**src/rtl/word_packer_32to64.sv**
```systemverilog
// ----------------------------------------------------------------------------
// word_packer_32to64
//
// Write-side companion of the 64-bit-in / 32-bit-out acquisition data FIFO.
// Packs pairs of 32-bit words from a valid/ready stream into 64-bit words and
// writes them into the FIFO through din/wr_en, honouring the FIFO full flag.
// A packet ending on an odd word is flushed with PAD_WORD in the missing half.
// Word order is arranged so the FIFO's 32-bit read side returns the words in
// their original order.
//
// Parameters:
//   HI_FIRST   1: first word of a pair goes to [63:32]; 0: to [31:0]
//   PAD_WORD   filler half used when a packet ends on an odd word
//
// Ports:
//   clk         write-side clock
//   rst_n       asynchronous active-low reset
//   in_data     input word
//   in_valid    in_data valid
//   in_last     final word of packet; flushes a partial pair
//   in_ready    block accepts the word this cycle
//   fifo_din    packed word to FIFO din (registered out slot)
//   fifo_wr_en  FIFO write strobe
//   fifo_full   FIFO full flag
//   busy        half-word held or packed word pending
//   word_cnt    count of 64-bit words written
//
// Build option:
//   PACK_CNT_EN  when defined, word_cnt counts FIFO writes (wrapping);
//                otherwise word_cnt is tied to zero and no counter is built.
// ----------------------------------------------------------------------------
module word_packer_32to64 #(
    parameter bit          HI_FIRST = 1'b1,
    parameter logic [31:0] PAD_WORD = 32'h0000_0000
) (
    input  logic        clk,
    input  logic        rst_n,
    input  logic [31:0] in_data,
    input  logic        in_valid,
    input  logic        in_last,
    output logic        in_ready,
    output logic [63:0] fifo_din,
    output logic        fifo_wr_en,
    input  logic        fifo_full,
    output logic        busy,
    output logic [31:0] word_cnt
);

    typedef enum logic {
        StEmpty,
        StHalf
    } state_e;

    state_e      state_q, state_d;
    logic [31:0] hold_q, hold_d;
    logic [63:0] out_q, out_d;
    logic        out_vld_q, out_vld_d;
    // Keeps in_ready low during reset and releases it on the first clock after.
    logic        rdy_en_q;

    logic        accept;
    logic        load;
    logic [63:0] load_word;

    // Places the earlier word of a pair according to HI_FIRST.
    function automatic logic [63:0] pack(input logic [31:0] first, input logic [31:0] second);
        if (HI_FIRST) begin
            return {first, second};
        end else begin
            return {second, first};
        end
    endfunction

    // ------------------------------------------------------------------------
    // Handshake and FIFO write strobe
    // ------------------------------------------------------------------------
    // The out slot can take a new word when it is empty or drains this cycle.
    assign in_ready   = rdy_en_q & (~out_vld_q | ~fifo_full);
    assign accept     = in_valid & in_ready;
    assign fifo_wr_en = out_vld_q & ~fifo_full;
    assign fifo_din   = out_q;
    assign busy       = (state_q == StHalf) | out_vld_q;

    // ------------------------------------------------------------------------
    // Next-state logic
    // ------------------------------------------------------------------------
    always_comb begin
        state_d   = state_q;
        hold_d    = hold_q;
        load      = 1'b0;
        load_word = '0;

        if (accept) begin
            unique case (state_q)
                StEmpty: begin
                    if (in_last) begin
                        // Odd-length packet: flush immediately with the filler.
                        load      = 1'b1;
                        load_word = pack(in_data, PAD_WORD);
                    end else begin
                        hold_d  = in_data;
                        state_d = StHalf;
                    end
                end
                StHalf: begin
                    // Pair is complete, so in_last needs no special handling.
                    load      = 1'b1;
                    load_word = pack(hold_q, in_data);
                    state_d   = StEmpty;
                end
                default: begin
                    state_d = StEmpty;
                end
            endcase
        end
    end

    // A load in the same cycle as a drain keeps the slot occupied.
    always_comb begin
        out_d     = out_q;
        out_vld_d = out_vld_q & ~fifo_wr_en;
        if (load) begin
            out_d     = load_word;
            out_vld_d = 1'b1;
        end
    end

    // ------------------------------------------------------------------------
    // State registers
    // ------------------------------------------------------------------------
    always_ff @(posedge clk or negedge rst_n) begin
        if (!rst_n) begin
            state_q   <= StEmpty;
            hold_q    <= '0;
            out_q     <= '0;
            out_vld_q <= 1'b0;
            rdy_en_q  <= 1'b0;
        end else begin
            state_q   <= state_d;
            hold_q    <= hold_d;
            out_q     <= out_d;
            out_vld_q <= out_vld_d;
            rdy_en_q  <= 1'b1;
        end
    end

    // ------------------------------------------------------------------------
    // Optional write counter
    // ------------------------------------------------------------------------
`ifdef PACK_CNT_EN
    logic [31:0] cnt_q, cnt_d;

    // Wraps naturally from all-ones to zero.
    always_comb begin
        cnt_d = cnt_q;
        if (fifo_wr_en) begin
            cnt_d = cnt_q + 32'd1;
        end
    end

    always_ff @(posedge clk or negedge rst_n) begin
        if (!rst_n) begin
            cnt_q <= '0;
        end else begin
            cnt_q <= cnt_d;
        end
    end

    assign word_cnt = cnt_q;
`else
    assign word_cnt = '0;
`endif

endmodule

```
**config.mk**
```make
export PLATFORM = sky130hd
export DESIGN_NAME = word_packer_32to64
export DESIGN_NICKNAME = d
export VERILOG_FILES = /design/src/rtl/word_packer_32to64.sv
export SDC_FILE = /design/constraint.sdc
export NUM_CORES = 1
export LEC_CHECK = 0
export ABC_AREA = 0
export BUFFER_PORTS_ARGS = -buffer_cell sky130_fd_sc_hd__buf_2
export CAP_MARGIN = 5
export CORE_UTILIZATION = 46
export CTS_BUF_LIST = sky130_fd_sc_hd__clkbuf_16
export CTS_CLUSTER_DIAMETER = 30
export CTS_CLUSTER_SIZE = 24
export DETAILED_ROUTE_END_ITERATION = 12
export PLACE_DENSITY = 0.82
export REMOVE_ABC_BUFFERS = 1
export SYNTH_ARGS = -nofsm -noshare
export SYNTH_HDL_FRONTEND = slang
export SYNTH_SLANG_ARGS = --single-unit
```
**constraint.sdc**
```tcl
create_clock -name clk -period 1.31 [get_ports clk]
set_input_delay 0.131 -clock clk [delete_from_list [all_inputs] [get_ports clk]]
set_output_delay 0.131 -clock clk [all_outputs]
set_load 0.01 [all_outputs]
```
==> metrics.md, run 1 <==
| Metric | Value |
|---|---|
| Mapped Avg Cell Area | `14.33 µm²` |
| Synthesized flop and latch total | `a little under 100` |
| Syn-to-layout area delta | `26.00%` |
| CP max stage delay | `0.40 ns` |
| First-pass GRT wire length | `14,150 µm` |
| Share of layout cells above drive strength 1 | `around 49%` |
| Startpoint Class | `flip-flop` |
| Die Width | `a little under 100 µm` |
| GP Congestion | `0.7050` |
| Routed WL | `8985 µm` |
| Compound-Gate Fraction of Synth Area | `13.31%` |
| Min Tclk post-route | `between 1 and 1.5 ns` |
| Sequential area share after synthesis | `58.42%` |
| Multi-input logic area | `about 0.0016 mm²` |
| Met2 usage | `33.04%` |
| Final worst-path cycle share | `109.0%` |
| CTS Buf Count | `9` |
| Power Dens Cells | `2001 mW/mm²` |
| Post-synth EDFFs | `0` |
| Via density | `5.294` |
| Post-route antenna net violation count | `0` |
| GRT met1 Usage | `22.89%` |
| 1st-iter DRT viols | `81` |
| CP bufs+invs | `1` |
| CTS tree | `done` |
| Fillers | `694` |
| GRT Util Overall | `18.82%` |
| Synth unique cells | `22` |
| Setup crit end kind | `flip-flop` |
| Max Cap Viol | `0` |
| Largest family of logic cells by synthesized area | `multiplexers` |
| Final Power | `10.69 mW` |
| CP max FO | `29` |
| Routed WL per cell | `around 17 µm` |
| Final setup fails | `86` |
| Clock sinks | `99` |
| H-tree depth | `3` |
| Crit path kind | `flip-flop to flip-flop` |
| Core Area | `0.008806 mm²` |
| Clock Skew | `a little over 0.008 ns` |
| Finished Cell Area | `0.005343 mm²` |
| Fin. Hold Viols | `0` |
| LEAKAGE | `2.753 nW` |
| Clock transition at path regs | `0.07 ns` |
| Worst path required time | `~1.5 ns` |
| Worst setup margin | `-0.1178 ns` |
| Outcome | `finished with violations` |
| Area post-placement | `0.004860 mm²` |
| Synth warn | `0` |
| Ports | `136` |
| Drt pass-1 iters | `9` |
| N_diodes | `0` |
| Initial antenna violation count | `0` |
| Buffers on Ports | `a little over 100` |
| Cell count after synthesis | `296` |
| FP Rows | `34` |
| Bufs on Longest Clock Path | `2` |
| Post-synth top cells | `dfrtp_1, a22o_1, mux2_2, buf_4, buf_2` |
| Crit-path cells | `nor2_2, nand4b_4, buf_12, mux2_2` |
| Fin nets | `between 400 and 500` |
| RSZ-0062 raised after global routing | `yes` |
| DR vias | `2,753` |
| Main flop type after synthesis | `dfrtp_1` |
| Clock Latency Late Sink | `0.34 ns` |
| GRT met3 Usage | `~5.1%` |
| Async S/R FF share, synth | `100.0%` |
| Leading area contributor after synthesis | `dfrtp_1` |
| Max Freq | `700.4 MHz` |
| Starting Density | `48.15%` |
| Synth area leaders | `dfrtp_1, mux2_2, a22o_1, buf_4, mux2_1` |
| Simple-gate share of the synthesized area | `roughly 2.3%` |
| Die height | `98.01 µm` |
| Busiest grt layer | `met2` |
| Most common cell in the netlist | `dfrtp_1` |
| DP HPWL | `between 5000 and 6000 µm` |
| Mux contribution to synthesized area | `17.00%` |
| Total gr overflow | `0` |
| Synth Area in XOR/XNOR | `0%` |
| Delay-heaviest family, CP | `flip-flops` |
| Hold Path Class | `input port to flip-flop` |
| Clock root cell | `clkbuf_16` |
| Final slew viol count | `0` |
| Failing checks | `design-rule violations, negative setup slack` |
| Peak VDD IR | `0.8254 mV` |
| Register area | `0.002477 mm²` |
| Arr. time, crit path | `approximately 1.6 ns` |
| Synth Area in Adders | `0%` |
| Synthesized area | `0.004240 mm²` |
| Largest net degree at the start of global routing | `46` |
| Slowest-stage cell, CP | `dfrtp_1` |
| Vias in the first global route | `2,829` |
| Yosys top cell area share | `58.42%` |
| Final Util | `60.67%` |
| Die area | `0.009606 mm²` |
| Drt drc | `11` |
-- sequential cells by signal (all words and copies together), names as in the netlist --
signal     count
out_vld_q      1
fifo_din      64
state_q        1
hold_q        32
rdy_en_q       1
-- worst register-to-register path, delay by kind of cell, from the launching register on --
family,cells,cell delay [ns]
DFF,1,0.40
muxes,1,0.36
buffers and inverters,1,0.21
and+or+nand+nor,2,0.33
-- area by class of cell --
type                            count  area share [%]
Timing Repair Buffer              124           15.88
Tap cell                          108           2.529
Multi-Input combinational cell    175           29.51
Clock buffer                        9           4.215
Sequential cell                    99           46.37
Clock inverter                      5           1.499
-- routing by layer --
layer / routed length, µm / part of all wire, % / vias to the layer above
met2: 4774 / 53 / 92
met3: 506 / 5.6 / 5
met4: 45 / 0.50 / 0
met5: 0 / 0 / -
li1: - / - / 1239
met1: 3658 / 41 / 1417
-- report_power, final --
| group | total, mW | switching (mW) | internal (mW) | leakage [nW] |
|---|---|---|---|---|
| clock network | 2.71 | 1.06 | 1.65 | 0.145 |
| registers | 4.74 | 0.596 | 4.14 | 1.24 |
| logic | 3.24 | 1.40 | 1.84 | 1.37 |
| total | 10.7 | 3.06 | 7.63 | 2.75 |
-- metrics by stage --
stage	setup TNS [ns]	setup WS (ns)	hold WS [ns]	std cells
after floorplan	-89.47	-1.017	-0.1646	274
after global placement	-2.175	-0.06809	0.04818	501
after detailed placement	-3.894	-0.1030	0.05717	501
after CTS	-3.609	-0.1284	0.03032	517
after global routing	-9.482	-0.1587	0.03784	520
final	-5.731	-0.1178	0.04173	520
-- worst paths after layout --
check / from / slack, ns / to / cells past startpoint
max: state_q / -0.12 / fifo_din[32] / 4
min: in_data[17] / 0.04 / hold_q[17] / 2
max reg2reg: state_q / -0.12 / fifo_din[32] / 4
min reg2reg: fifo_din[62] / 0.49 / fifo_din[62] / 1
max in group asynchronous: rst_n / 0.53 / fifo_din[16] / 3
min in group asynchronous: rst_n / 0.23 / fifo_din[19] / 2
-- repair_timing --
action	4_1_cts	5_1_grt
resized for setup	6	25
hold buffers	1	0
pin swaps	0	2
setup buffers	1	2
endpoints found under the setup margin	71	72
endpoints found under the hold margin	21	0
cloned	0	1
-- placed cells by master, fill, tap and decap left out --
master / count
buf_2: 100
dfrtp_1: 99
a22o_1: 63
mux2_2: 42
conb_1: 33
mux2_4: 14
clkbuf_16: 10
buf_12: 10
mux2_1: 8
buf_4: 6
buf_6: 6
nand2_1: 3
nor2b_2: 2
bufinv_16: 2
nand2_4: 1
and2_4: 1
or2_4: 1
nor2_2: 1
nand4b_4: 1
nand4_2: 1
o21ai_0: 1
and4_1: 1
and3_1: 1
o21a_1: 1
clkinv_4: 1
clkinv_1: 1
clkinvlp_4: 1
dlygate4sd3_1: 1
-- kinds of logic after synthesis --
family / after synthesis
buf+inv: 53
mux: 64
compound gates: 65
flops: 99
other cells: 2
simple gates: 13
Note: power is estimated with default switching activity, not from simulation.
==> run 2, diff against run 1 <==
- MAX_ROUTING_LAYER: default -> met4
==> run 2 against run 1 <==
  * The run still ends with design-rule violations, negative setup slack left
  * Combinational power about the same
  * Register-to-register slack hardly changed
  * Clock power about the same
  * Final cell count stayed put
  * Setup slack better by 0.0018 ns
  * Critical path depth unchanged
  * Non-clock buffer count is the same
  * Via count shrank 0.22%
  * Critical endpoint unchanged
  * Core utilization unchanged
  * Clock skew hardly changed
  * Cell area unchanged
  * Worst hold slack worse by 0.00087 ns
  * Largest cell class unchanged
==> metrics.md, run 2 (synthesis results as in run 1) <==
| Metric | Value |
|---|---|
| Outcome | `finished with violations` |
| Failing checks | `design-rule violations, negative setup slack` |
| Clock Skew | `between 0.007 and 0.008 ns` |
| Final worst-path cycle share | `108.9%` |
| Die Width | `98.01 µm` |
| Routed WL per cell | `17.27 µm` |
| Register area | `0.002477 mm²` |
| GRT Util Overall | `19.45%` |
| Worst path required time | `around 1.5 ns` |
| Clock transition at path regs | `0.07 ns` |
| Final slew viol count | `0` |
| Core Area | `between 0.008 and 0.009 mm²` |
| Clock Latency Late Sink | `0.34 ns` |
| GP Congestion | `between 0.7 and 0.8` |
| Buffers on Ports | `between 100 and 150` |
| Die area | `0.009606 mm²` |
| LEAKAGE | `around 2.8 nW` |
| Slowest-stage cell, CP | `dfrtp_1` |
| GRT met3 Usage | `between 4 and 5%` |
| Syn-to-layout area delta | `26.00%` |
| Clock sinks | `99` |
| Peak VDD IR | `0.8254 mV` |
| Clock root cell | `clkbuf_16` |
| Worst setup margin | `-0.1160 ns` |
| Die height | `98.01 µm` |
| Total gr overflow | `0` |
| Layout Cells excl Fill | `520` |
| Drt pass-1 iters | `8` |
| Max Cap Viol | `0` |
| Arr. time, crit path | `1.64 ns` |
| CP max FO | `29` |
| Ports | `136` |
| CTS tree | `done` |
| Hold Path Class | `input port to flip-flop` |
| Largest net degree at the start of global routing | `46` |
| Worst slack, placed | `-0.1030 ns` |
| Post-placement cell count | `501` |
| DR vias | `2,747` |
| Crit path kind | `flip-flop to flip-flop` |
| Bufs on Longest Clock Path | `2` |
| Multi-input logic area | `0.001577 mm²` |
| Setup crit end kind | `flip-flop` |
| Most common cell after layout, fill and taps aside | `buf_2` |
| N_diodes | `0` |
| Min Tclk post-route | `1.426 ns` |
| Via density | `5.283` |
| Number of flip-flops in the largest register | `64` |
| Post-route antenna net violation count | `0` |
| Power Dens Cells | `2001 mW/mm²` |
| Fin. Hold Viols | `0` |
| First-pass GRT wire length | `14,180 µm` |
| Startpoint Class | `flip-flop` |
| Starting Density | `48.15%` |
| Fin nets | `446` |
| CP max stage delay | `0.40 ns` |
| RSZ-0062 raised after global routing | `yes` |
| GRT met1 Usage | `23.18%` |
| Vias in the first global route | `2,832` |
| Met2 usage | `33.15%` |
| CTS Buf Count | `9` |
| Crit-path cells | `nor2_2, nand4b_4, buf_12, mux2_2` |
| Final setup fails | `86` |
| Most frequent cells in the layout | `buf_2, dfrtp_1, a22o_1` |
| Routed WL | `8980 µm` |
| Drt drc | `11` |
| FP Rows | `34` |
| Share of layout cells above drive strength 1 | `48.54%` |
| Busiest grt layer | `met2` |
| H-tree depth | `3` |
| Initial antenna violation count | `0` |
| 1st-iter DRT viols | `83` |
| DP HPWL | `roughly 6000 µm` |
| Fillers | `694` |
| Max Freq | `701.3 MHz` |
[run 2: area by class of cell]
type                    count  area share, %
multi-input cells         175          29.51
repair buffers            124          15.88
flip-flops and latches     99          46.37
clock inverters             5          1.499
clock buffers               9          4.215
well taps                 108          2.529
[run 2: layer usage]
metal | routed length, µm | part of all wire [%] | up-vias
met5 | 0 | 0 | -
met2 | 4772 | 53 | 92
met4 | 74 | 0.82 | 0
met3 | 467 | 5.2 | 7
li1 | - | - | 1238
met1 | 3666 | 41 | 1410
[run 2: critical path, delay by kind of cell, from the launching register on]
kind,cells,cell delay [ns]
simple gates,2,0.33
flops,1,0.40
mux,1,0.36
buf+inv,1,0.21
[run 2: timing repair]
item                                   in CTS  in global routing
resized for setup                           6                 25
setup buffers                               1                  2
setup endpoints to repair                  71                 72
hold buffers                                1                  0
gates cloned                                0                  1
endpoints found under the hold margin      21                  0
pin swaps                                   0                  2
[run 2: stage by stage]
stage	utilization (%)	hold slack (ns)	TNS (ns)	area, µm²	total power [mW]
after floorplan	-	-0.1646	-89.47	3984	6.426
after global placement	55.19	0.04818	-2.175	4860	7.645
after detailed placement	55.19	0.05717	-3.894	4860	7.840
after CTS	59.14	0.03032	-3.609	5207	10.59
after global routing	60.67	0.03783	-9.469	5343	11.27
final	60.67	0.04086	-5.698	5343	10.69
[run 2: worst paths after layout]
| path | startpoint | end | slack [ns] | cells past startpoint |
|---|---|---|---|---|
| worst max-delay path | state_q | fifo_din[32] | -0.12 | 4 |
| worst min register to register | fifo_din[62] | fifo_din[62] | 0.49 | 1 |
| min in group asynchronous | rst_n | fifo_din[49] | 0.24 | 2 |
| max in group asynchronous | rst_n | fifo_din[55] | 0.53 | 3 |
| worst max register to register | state_q | fifo_din[32] | -0.12 | 4 |
| worst min-delay path | in_data[17] | hold_q[17] | 0.04 | 2 |
[run 2: power breakdown]
group | switching (mW) | internal, mW
Combinational | 1.40 | 1.84
Clock | 1.06 | 1.65
Sequential | 0.595 | 4.14
Total | 3.06 | 7.63
==> run 3, diff against run 2 <==
- CORE_MARGIN: default -> 3
- RECOVER_POWER: default -> 50
- REMOVE_ABC_BUFFERS: 1 -> default
==> run 3 against run 2 <==
  * The run ends with negative setup slack left
  * Critical path depth rose by 2
  * Global-route usage down 0.17 points
  * Clock power shrank 14%
  * Power down 0.74%
  * Worst hold slack improved by 0.00063 ns
  * Combinational power is 8.9% higher
  * Maximum frequency is 5.0% lower
  * Core utilization up 1.9 points
  * Cell area up 3.7%
  * Non-clock buffer count up 10
  * Critical path type unchanged
  * Critical endpoint is now fifo_din[49]
  * Largest cell class unchanged
  * Highest routed layer unchanged
==> metrics.md, run 3 (synthesis results as in run 1) <==
| Metric | Value |
|---|---|
| CP max FO | `13` |
| H-tree depth | `3` |
| Number of flip-flops in the largest register | `64` |
| Delay-heaviest family, CP | `buffers and inverters` |
| Routed WL per cell | `18.13 µm` |
| GP Congestion | `0.7104` |
| Setup crit end kind | `flip-flop` |
| DP HPWL | `between 5000 and 6000 µm` |
| Area post-placement | `0.004880 mm²` |
| Buffers on Ports | `103` |
| Syn-to-layout area delta | `30.63%` |
| Hold slack | `0.04148 ns` |
| Die height | `102.0 µm` |
| GRT met3 Usage | `3.345%` |
| Clock Latency Late Sink | `0.33 ns` |
| Die Width | `102.0 µm` |
| LEAKAGE | `between 2 and 3 nW` |
| Final Power | `about 11 mW` |
| Final worst-path cycle share | `114.5%` |
| Via density | `5.305` |
| Fin. Hold Viols | `0` |
| Startpoint Class | `flip-flop` |
| RSZ-0062 raised after global routing | `yes` |
| Share of layout cells above drive strength 1 | `49.76%` |
| CP max stage delay | `0.40 ns` |
| Drt pass-1 iters | `4` |
| Slew margin rel. | `approximately two fifths` |
| Clock transition at path regs | `0.07 ns` |
| Max Cap Viol | `0` |
| CP bufs+invs | `3` |
| Ports | `136` |
| Power Dens Cells | `1916 mW/mm²` |
| Die area | `0.01041 mm²` |
| GRT met1 Usage | `around 25%` |
| Drt drc | `0` |
| CTS Buf Count | `9` |
| Slowest-stage cell, CP | `dfrtp_1` |
| Peak VDD IR | `0.7985 mV` |
| Crit path kind | `flip-flop to flip-flop` |
| Finished Cell Area | `0.005539 mm²` |
| Worst path required time | `1.52 ns` |
| FP Rows | `34` |
| CP most frequent cell | `buf_12` |
| Clock root cell | `clkbuf_16` |
| Largest net degree at the start of global routing | `100` |
| Min Tclk post-route | `around 1.5 ns` |
| CTS tree | `done` |
| Final slew viol count | `0` |
| Most frequent cells in the layout | `buf_2, dfrtp_1, a22o_1` |
| GRT Util Overall | `19.28%` |
| Worst setup margin | `-0.1903 ns` |
| Setup TNS | `-13.65 ns` |
| Busiest grt layer | `met2` |
| Clock sinks | `99` |
| Register-to-register setup slack | `-0.19 ns` |
| Starting Density | `47.92%` |
| Pin slew with the least headroom to its limit | `about 0.88 ns` |
| First-pass GRT wire length | `roughly 15,000 µm` |
| Max Freq | `about 670 MHz` |
| N_diodes | `0` |
| Initial antenna violation count | `0` |
| Most common cell after layout, fill and taps aside | `buf_2` |
| Outcome | `finished with violations` |
| Crit-path cells | `buf_6, nor2_4, nand4b_4, buf_12, buf_12, mux2_4` |
| Final setup fails | `99` |
| Failing checks | `negative setup slack` |
| Routed WL | `9647 µm` |
| Core Area | `0.008848 mm²` |
| DR vias | `2,822` |
| Fin nets | `456` |
| Clock Skew | `0.004824 ns` |
| Hold Path Class | `input port to flip-flop` |
| Arr. time, crit path | `1.71 ns` |
| Total gr overflow | `0` |
| Met2 usage | `30.53%` |
| 1st-iter DRT viols | `just over 90` |
| Vias in the first global route | `around 2,800` |
| Post-route antenna net violation count | `0` |
| Bufs on Longest Clock Path | `2` |
[run 3: cell types whose count changed in the layout (fill, tap and decap cells not counted), moves of 2 or more]
cell	previous run	this run
mux2_1	8	5
mux2_2	42	32
bufinv_16	2	0
clkinv_1	1	4
mux2_4	14	27
buf_16	0	4
[run 3: final timing paths]
path / endpoint / cells past startpoint / start
max in group asynchronous: hold_q[1] / 3 / rst_n
setup / recovery: fifo_din[49] / 6 / state_q
setup reg to reg: fifo_din[49] / 6 / state_q
hold reg to reg: fifo_din[57] / 1 / fifo_din[57]
min in group asynchronous: fifo_din[47] / 3 / rst_n
hold / removal: fifo_din[9] / 2 / in_data[9]
[run 3: area by class of cell]
type,instances,area (µm²)
fill,681,3309
sequential,99,2477
multi-input combinational,175,1637
timing repair buffer,134,1030
clock buffer,9,225.2
tap,108,135.1
clock inverter,7,35.03
[run 3: per-stage QoR]
stage	std cells	setup WS, ns	utilization, %
2_1_floorplan	327	0.0008836	-
6_report	532	-0.1903	62.60
3_5_place_dp	500	-0.07732	55.15
5_1_grt	532	-0.2286	62.60
4_1_cts	527	-0.1890	61.57
3_3_place_gp	500	-0.04518	55.15
[run 3: worst reg2reg max path, cell delays in order (launching register included)]
cell and delay, ns:
dfrtp_1 0.40, buf_6 0.13, nor2_4 0.08, nand4b_4 0.17
buf_12 0.15, buf_12 0.15, mux2_4 0.32
[run 3: per-layer routing]
layer | part of all wire [%] | vias to the layer above
met5 | 0 | -
met4 | 0.88 | 0
li1 | - | 1265
met1 | 46 | 1445
met2 | 49 | 99
met3 | 4.5 | 13
[run 3: where the power goes]
group          switching, mW  internal (mW)
sequential             0.600           4.14
clock                   1.07           1.26
combinational           1.47           2.07
total                   3.14           7.47
[run 3: repair_timing]
action                                 in CTS  in global routing
cloned                                      4                  2
endpoints found under the hold margin      99                  0
pin swaps                                  11                  5
setup endpoints to repair                  63                100
gates resized for setup                    37                  8
buffers inserted                            6                  3
hold buffers                                1                  0
